`config.mk`:
```
export PLATFORM = sky130hd
export DESIGN_NAME = axi_lite_rr_scheduler
export DESIGN_NICKNAME = d
export VERILOG_FILES = /design/src/rtl/axi_arb_pkg.sv /design/src/rtl/rr_arbiter_path.sv /design/src/rtl/axi_lite_rr_scheduler.sv
export SDC_FILE = /design/constraint.sdc
export NUM_CORES = 1
export LEC_CHECK = 0
export ABC_AREA = 1
export CELL_PAD_IN_SITES_DETAIL_PLACEMENT = 1
export CELL_PAD_IN_SITES_GLOBAL_PLACEMENT = 1
export CORE_UTILIZATION = 46
export DETAILED_ROUTE_END_ITERATION = 7
export PLACE_DENSITY = 0.9
export SYNTH_ARGS = -nofsm -noshare
export SYNTH_HDL_FRONTEND = slang
export SYNTH_HIERARCHICAL = 1
export SYNTH_SLANG_ARGS = --single-unit
```
`constraint.sdc`:
```
create_clock -name axi_aclk -period 4.65 [get_ports axi_aclk]
set_clock_uncertainty 0.15 [all_clocks]
set_input_delay 0.93 -clock axi_aclk [delete_from_list [all_inputs] [get_ports axi_aclk]]
set_output_delay 0.93 -clock axi_aclk [all_outputs]
set_load 0.005 [all_outputs]
```
`src/rtl/axi_arb_pkg.sv`:
```
// -----------------------------------------------------------------------------
// axi_arb_pkg
//   Shared types and helpers for the AXI4-Lite round-robin grant scheduler.
//   - arb_state_t : per-path arbitration state (idle / address phase / response phase)
//   - rr_pick     : round-robin selection returning a one-hot grant
//   - onehot_idx  : index of the set bit of a one-hot vector
//   Helpers operate on vectors sized for the largest supported master count
//   (MAX_MASTERS); callers zero-extend their narrower request vectors.
// -----------------------------------------------------------------------------
package axi_arb_pkg;

  localparam int unsigned MAX_MASTERS = 8;
  localparam int unsigned IDX_W       = 3;

  typedef enum logic [1:0] {
    ARB_IDLE = 2'd0,
    ARB_ADDR = 2'd1,
    ARB_RESP = 2'd2
  } arb_state_t;

  // First set request found searching upward from (last + 1) mod n, wrapping.
  // Only the lower n bits of req are considered. Returns all-zero if none set.
  function automatic logic [MAX_MASTERS-1:0] rr_pick(
    input logic [MAX_MASTERS-1:0] req,
    input logic [IDX_W-1:0]       last,
    input int unsigned            n
  );
    logic [MAX_MASTERS-1:0] pick;
    logic                   found;
    logic [IDX_W-1:0]       idx;
    int unsigned            pos;
    pick  = '0;
    found = 1'b0;
    for (int unsigned i = 1; i <= MAX_MASTERS; i++) begin
      // last < n and i <= n, so a single conditional subtract is a full modulo.
      pos = 32'(last) + i;
      if (pos >= n) begin
        pos = pos - n;
      end
      idx = IDX_W'(pos);
      if ((i <= n) && !found && req[idx]) begin
        pick[idx] = 1'b1;
        found     = 1'b1;
      end
    end
    return pick;
  endfunction

  // Index of the set bit of a one-hot vector (0 when the vector is empty).
  function automatic logic [IDX_W-1:0] onehot_idx(
    input logic [MAX_MASTERS-1:0] oh
  );
    logic [IDX_W-1:0] idx;
    idx = '0;
    for (int unsigned i = 0; i < MAX_MASTERS; i++) begin
      if (oh[i]) begin
        idx = IDX_W'(i);
      end
    end
    return idx;
  endfunction

endpackage

```
`src/rtl/rr_arbiter_path.sv`:
```
// -----------------------------------------------------------------------------
// rr_arbiter_path
//   One arbitration path (write or read) of the shared AXI4-Lite slave port.
//   Grants one requester per transaction, holds the grant from the address
//   handshake through the response handshake, and force-releases a grant that
//   has made no progress for TIMEOUT_CYCLES cycles.
//
// Ports
//   clk       in   rising-edge clock
//   rst_n     in   asynchronous active-low reset
//   req       in   [NUM_MASTERS] per-master request (sampled only while idle)
//   addr_hs   in   address-channel handshake on the shared port (AW or AR)
//   resp_hs   in   response-channel handshake on the shared port (B or R)
//   grant     out  [NUM_MASTERS] one-hot owner, all-zero while idle
//   timeout   out  1-cycle pulse coincident with a forced release
// -----------------------------------------------------------------------------
module rr_arbiter_path
  import axi_arb_pkg::*;
#(
  parameter int unsigned NUM_MASTERS    = 3,
  parameter int unsigned TIMEOUT_CYCLES = 256,
  parameter int unsigned CNT_WIDTH      = $clog2(TIMEOUT_CYCLES + 1)
) (
  input  logic                   clk,
  input  logic                   rst_n,
  input  logic [NUM_MASTERS-1:0] req,
  input  logic                   addr_hs,
  input  logic                   resp_hs,
  output logic [NUM_MASTERS-1:0] grant,
  output logic                   timeout
);

  localparam logic [CNT_WIDTH-1:0] CNT_LAST = CNT_WIDTH'(TIMEOUT_CYCLES - 1);
  localparam logic [IDX_W-1:0]     LAST_RST = IDX_W'(NUM_MASTERS - 1);

  arb_state_t             state_q,   state_d;
  logic [NUM_MASTERS-1:0] grant_q,   grant_d;
  logic [IDX_W-1:0]       last_q,    last_d;
  logic [CNT_WIDTH-1:0]   cnt_q,     cnt_d;
  logic                   timeout_q, timeout_d;

  logic [MAX_MASTERS-1:0] req_ext;
  logic [MAX_MASTERS-1:0] grant_ext;
  logic [MAX_MASTERS-1:0] pick_ext;
  logic [IDX_W-1:0]       owner_idx;
  logic                   expire;

  // Widen to the helper width; unused upper masters never request.
  always_comb begin
    req_ext                    = '0;
    req_ext[NUM_MASTERS-1:0]   = req;
    grant_ext                  = '0;
    grant_ext[NUM_MASTERS-1:0] = grant_q;
  end

  assign pick_ext  = rr_pick(req_ext, last_q, NUM_MASTERS);
  assign owner_idx = onehot_idx(grant_ext);

  // The cycle holding CNT_LAST is the TIMEOUT_CYCLES-th cycle without progress;
  // its edge is where the counter would reach TIMEOUT_CYCLES.
  assign expire = (cnt_q == CNT_LAST);

  always_comb begin
    state_d   = state_q;
    grant_d   = grant_q;
    last_d    = last_q;
    cnt_d     = cnt_q;
    timeout_d = 1'b0;

    unique case (state_q)
      ARB_IDLE: begin
        // Handshakes are ignored here; only a request starts a transaction.
        if (|req) begin
          grant_d = pick_ext[NUM_MASTERS-1:0];
          state_d = ARB_ADDR;
          cnt_d   = '0;
        end
      end

      ARB_ADDR: begin
        if (resp_hs) begin
          // Response with (or without) the address handshake: transaction over.
          // A lone response here is a protocol error but is treated as done.
          state_d = ARB_IDLE;
          grant_d = '0;
          last_d  = owner_idx;
          cnt_d   = '0;
        end else if (addr_hs) begin
          state_d = ARB_RESP;
          cnt_d   = '0;
        end else if (expire) begin
          state_d   = ARB_IDLE;
          grant_d   = '0;
          last_d    = owner_idx;
          cnt_d     = '0;
          timeout_d = 1'b1;
        end else begin
          cnt_d = cnt_q + CNT_WIDTH'(1);
        end
      end

      ARB_RESP: begin
        // Completion is checked first so a response on the expiry cycle wins.
        if (resp_hs) begin
          state_d = ARB_IDLE;
          grant_d = '0;
          last_d  = owner_idx;
          cnt_d   = '0;
        end else if (expire) begin
          state_d   = ARB_IDLE;
          grant_d   = '0;
          last_d    = owner_idx;
          cnt_d     = '0;
          timeout_d = 1'b1;
        end else begin
          cnt_d = cnt_q + CNT_WIDTH'(1);
        end
      end

      default: begin
        state_d = ARB_IDLE;
        grant_d = '0;
        cnt_d   = '0;
      end
    endcase
  end

  always_ff @(posedge clk or negedge rst_n) begin
    if (!rst_n) begin
      state_q   <= ARB_IDLE;
      grant_q   <= '0;
      last_q    <= LAST_RST;   // master 0 searched first after reset
      cnt_q     <= '0;
      timeout_q <= 1'b0;
    end else begin
      state_q   <= state_d;
      grant_q   <= grant_d;
      last_q    <= last_d;
      cnt_q     <= cnt_d;
      timeout_q <= timeout_d;
    end
  end

  assign grant   = grant_q;
  assign timeout = timeout_q;

endmodule

```
`src/rtl/axi_lite_rr_scheduler.sv`:
```
// -----------------------------------------------------------------------------
// axi_lite_rr_scheduler
//   Grant scheduler sharing one AXI4-Lite slave port between NUM_MASTERS
//   requesters. The write path (AW/W/B) and read path (AR/R) are arbitrated
//   independently; each grant vector steers the bus block's channel muxes.
//
// Ports
//   axi_aclk     in   clock, all logic rising-edge
//   axi_aresetn  in   asynchronous active-low reset
//   wr_req       in   [NUM_MASTERS] per-master AW valid
//   rd_req       in   [NUM_MASTERS] per-master AR valid
//   aw_hs, b_hs  in   write address / write response handshakes on shared port
//   ar_hs, r_hs  in   read address / read data handshakes on shared port
//   wr_grant     out  [NUM_MASTERS] one-hot write owner (0 when idle)
//   rd_grant     out  [NUM_MASTERS] one-hot read owner (0 when idle)
//   wr_busy      out  write path owned
//   rd_busy      out  read path owned
//   wr_timeout   out  1-cycle pulse on forced write release
//   rd_timeout   out  1-cycle pulse on forced read release
// -----------------------------------------------------------------------------
module axi_lite_rr_scheduler
  import axi_arb_pkg::*;
#(
  parameter int unsigned NUM_MASTERS    = 3,
  parameter int unsigned TIMEOUT_CYCLES = 256,
  parameter int unsigned CNT_WIDTH      = $clog2(TIMEOUT_CYCLES + 1)
) (
  input  logic                   axi_aclk,
  input  logic                   axi_aresetn,
  input  logic [NUM_MASTERS-1:0] wr_req,
  input  logic [NUM_MASTERS-1:0] rd_req,
  input  logic                   aw_hs,
  input  logic                   b_hs,
  input  logic                   ar_hs,
  input  logic                   r_hs,
  output logic [NUM_MASTERS-1:0] wr_grant,
  output logic [NUM_MASTERS-1:0] rd_grant,
  output logic                   wr_busy,
  output logic                   rd_busy,
  output logic                   wr_timeout,
  output logic                   rd_timeout
);

  localparam int unsigned NUM_PATHS = 2;   // index 0 = write, 1 = read

  logic [NUM_MASTERS-1:0] path_req     [NUM_PATHS];
  logic [NUM_MASTERS-1:0] path_grant   [NUM_PATHS];
  logic                   path_addr_hs [NUM_PATHS];
  logic                   path_resp_hs [NUM_PATHS];
  logic                   path_timeout [NUM_PATHS];

  assign path_req[0]     = wr_req;
  assign path_addr_hs[0] = aw_hs;
  assign path_resp_hs[0] = b_hs;
  assign path_req[1]     = rd_req;
  assign path_addr_hs[1] = ar_hs;
  assign path_resp_hs[1] = r_hs;

  genvar gi;
  generate
    for (gi = 0; gi < NUM_PATHS; gi++) begin : g_path
      rr_arbiter_path #(
        .NUM_MASTERS    (NUM_MASTERS),
        .TIMEOUT_CYCLES (TIMEOUT_CYCLES),
        .CNT_WIDTH      (CNT_WIDTH)
      ) u_path (
        .clk     (axi_aclk),
        .rst_n   (axi_aresetn),
        .req     (path_req[gi]),
        .addr_hs (path_addr_hs[gi]),
        .resp_hs (path_resp_hs[gi]),
        .grant   (path_grant[gi]),
        .timeout (path_timeout[gi])
      );
    end
  endgenerate

  assign wr_grant   = path_grant[0];
  assign rd_grant   = path_grant[1];
  assign wr_busy    = |path_grant[0];
  assign rd_busy    = |path_grant[1];
  assign wr_timeout = path_timeout[0];
  assign rd_timeout = path_timeout[1];

endmodule

```
==> impl_metrics.yaml <==
synthesis:
  yosys_register_bits: 34
  synthCells: 326
  synth_commonest_cells: "nand2_1, inv_1, dfrtp_1"
  synth.area.top_cells: "dfrtp_1, nand2_1, ha_1"
  synth-edff-count: 0
  synth_top_area_cell: "dfrtp_1"
  ys_async_sr_fraction: 1.00
  yosysTopAreaCellShare: 0.322
  yosys.cell_count.top_type: "nand2_1"
  synthFlopType: "dfrtp_1"
  netlist-cell-type-count: 40
  synth_area_um2: 2490
  ys_warn_count: 6
  ys_seq_area_frac: 0.343
  avgSynthCellArea_um2: 7.63
  syn-num-nets: 360
cts:
  clkLatencyLatePin_ns: 0.28
  cts_tree: "built"
  path_clk_slew_ns: 0.07
  root_buffer: "clkbuf_8"
  numCtsBuffers: 5
  cts_resized: 0
  post_cts_buffers: 0
  cts_sinks: 34
  holdBufCountCts: 0
  clock_path_buffers: 2
  cts_max_level: 2
die:
  fp.dieArea_um2: 5710
  die_y_um: 75.6
  start_util: 0.481
  die_w_um: 75.6
  core_um2: 5170
  rows: 26
  pin_count: 22
timing:
  setup_viol: 0
  finalMaxSlewViolations: 0
  period_share: 0.518
  max_freq_mhz: 415
  tightestPinTransition_ns: 0.445
  rsz0062_at_grt: "false"
  maxSlewHeadroom: 0.703
  tns_ns: 0
  hold_viol_final: 0
  fin_crit_ns: 2.41
route:
  wirelength_mm: 5.60
  drc_errors: 0
  vias_per_cell: 5.15
  wire_per_inst_um: 13.2
  drtAntennaViolNets: 0
  drt_first_pass_iters: 4
  num_vias: 2182
  drtIter0Drc: 37
power:
  seqPwrFrac: 0.276
  p_sw_mw: 0.706
  power_frac_comb: 0.574
  clockPowerShare: 0.150
  power.internal_mw: 0.781
  cellPowerDensity_nw_per_um2: 518
  power.leakage_nw: 1.40
  fin_total_pwr_mw: 1.49
  peakVddDrop_mv: 0.313
  power.share.switching: 0.475
grt:
  grt.overflow.total: 0
  antenna_found_initial: 0
  grt_max_degree: 35
  grt_pass1_vias: 2228
  track_usage: 0.220
  grt_pass1_wl_mm: 9.63
critical_path:
  endpoint_kind: "output pin"
  worstPathMaxFanout: 4
  worstSetupPathType: "flop to output pin"
  critPathRequiredTime_ns: 3.57
  start_kind: "flop"
  critPathArrivalTime_ns: 1.33
placed_design:
  placed_cells: 416
  place_area_um2: 2780
  port_buffers: 21
  gp_congestion: 0.770
  dp_hpwl_mm: 4.49
layout:
  drive_gt1_frac: 0.124
  final_area_um2: 2870
  nets: 387
  fin_util: 0.555
  diodes: 0
  finalNonFillerCells: 424
  n_fill_cell: 655
  areaGrowthSynthToFinish_pct: 15.3
job:
  maxCapViolCount: 0
status:
  status: "complete, no violations"
min_path:
  hp-class: "flop to flop"
==> layout make-up <==
class / instances / area [um2] / share of cell area
clock buffer: 7 / 86.3 / 0.0301
sequential: 34 / 853 / 0.297
inverter: 43 / 163 / 0.0567
clock inverter: 1 / 5.00 / 0.00174
timing repair buffer: 22 / 218 / 0.0759
tap: 70 / 87.6 / 0.0305
multi-input combinational: 247 / 1460 / 0.508
==> final timing paths <==
kind	start	endpoint	slack (ns)	cells past startpoint
worst max-delay path	g_path[0].u_path/grant[1]$_DFFE_PN0P_	wr_busy	2.24	3
worst min-delay path	g_path[1].u_path/cnt_q[8]$_DFFE_PN0P_	g_path[1].u_path/timeout$_DFF_PN0_	0.29	1
worst max register to register	g_path[1].u_path/last_q[1]$_DFFE_PN1P_	g_path[1].u_path/grant[2]$_DFFE_PN0P_	2.56	13
worst min register to register	g_path[1].u_path/cnt_q[8]$_DFFE_PN0P_	g_path[1].u_path/timeout$_DFF_PN0_	0.29	1
max in group asynchronous	axi_aresetn	g_path[1].u_path/last_q[1]$_DFFE_PN1P_	3.09	2
min in group asynchronous	axi_aresetn	g_path[1].u_path/cnt_q[8]$_DFFE_PN0P_	0.90	2
==> state kept, by name (all words and copies together), names as in the netlist <==
name and flops:
g_path.u_path/last_q 4, g_path.u_path/grant 6, g_path.u_path/state_q 4, g_path.u_path/cnt_q 18
g_path.u_path/timeout 2
==> power groups by stage <==
stage | registers (mW) | clock network, mW | logic [mW]
5_1_grt | 0.420 | 0.243 | 0.975
6_report | 0.410 | 0.223 | 0.853
4_1_cts | 0.411 | 0.232 | 0.862
3_3_place_gp | 0.414 | 0 | 0.822
2_1_floorplan | 0.398 | 0 | 0.638
3_5_place_dp | 0.414 | 0 | 0.857
==> through the flow <==
step / hold WS (ns) / setup slack [ns]
2_1_floorplan: 0.259 / 2.72
3_3_place_gp: 0.275 / 2.08
3_5_place_dp: 0.274 / 2.06
4_1_cts: 0.289 / 2.22
5_1_grt: 0.310 / 2.15
6_report: 0.286 / 2.24
==> layer usage <==
| metal | track usage | routed length [um] | vias to the layer above |
|---|---|---|---|
| li1 | - | - | 1093 |
| met3 | 0.0304 | 111 | 5 |
| met4 | 0.0679 | 49 | 0 |
| met2 | 0.400 | 2860 | 21 |
| met1 | 0.272 | 2580 | 1063 |
| met5 | 0 | 0 | - |
==> cell families (layout without fill, tap and decap cells) <==
logic type,Yosys count,in the layout,share of synthesized area
simple gates,193,193,0.389
flops,34,34,0.343
fa+ha+maj,22,22,0.111
compound gates,23,23,0.0543
xor+xnor,8,8,0.0282
mux,1,1,0.00402
buf+inv,45,73,0.0714
==> cells in the final DEF (no fill, tap or decap), drive strengths merged, types with 7 or more instances in the layout <==
cell,synthesis,final
clkbuf,0,7
clkdlybuf4s50,0,21
o21ai,12,12
inv,41,41
ha,22,22
nand2,104,104
nand4,9,9
dfrtp,32,32
nor2,36,36
nand3,35,35
==> worst max-delay path, cell delays in order (launching register included) <==
cell and delay, ns:
dfrtp_1 0.42, nor2_1 0.07, nand2_1 0.07, clkdlybuf4s50_1 0.49
Power figures use the tool's default switching activity.
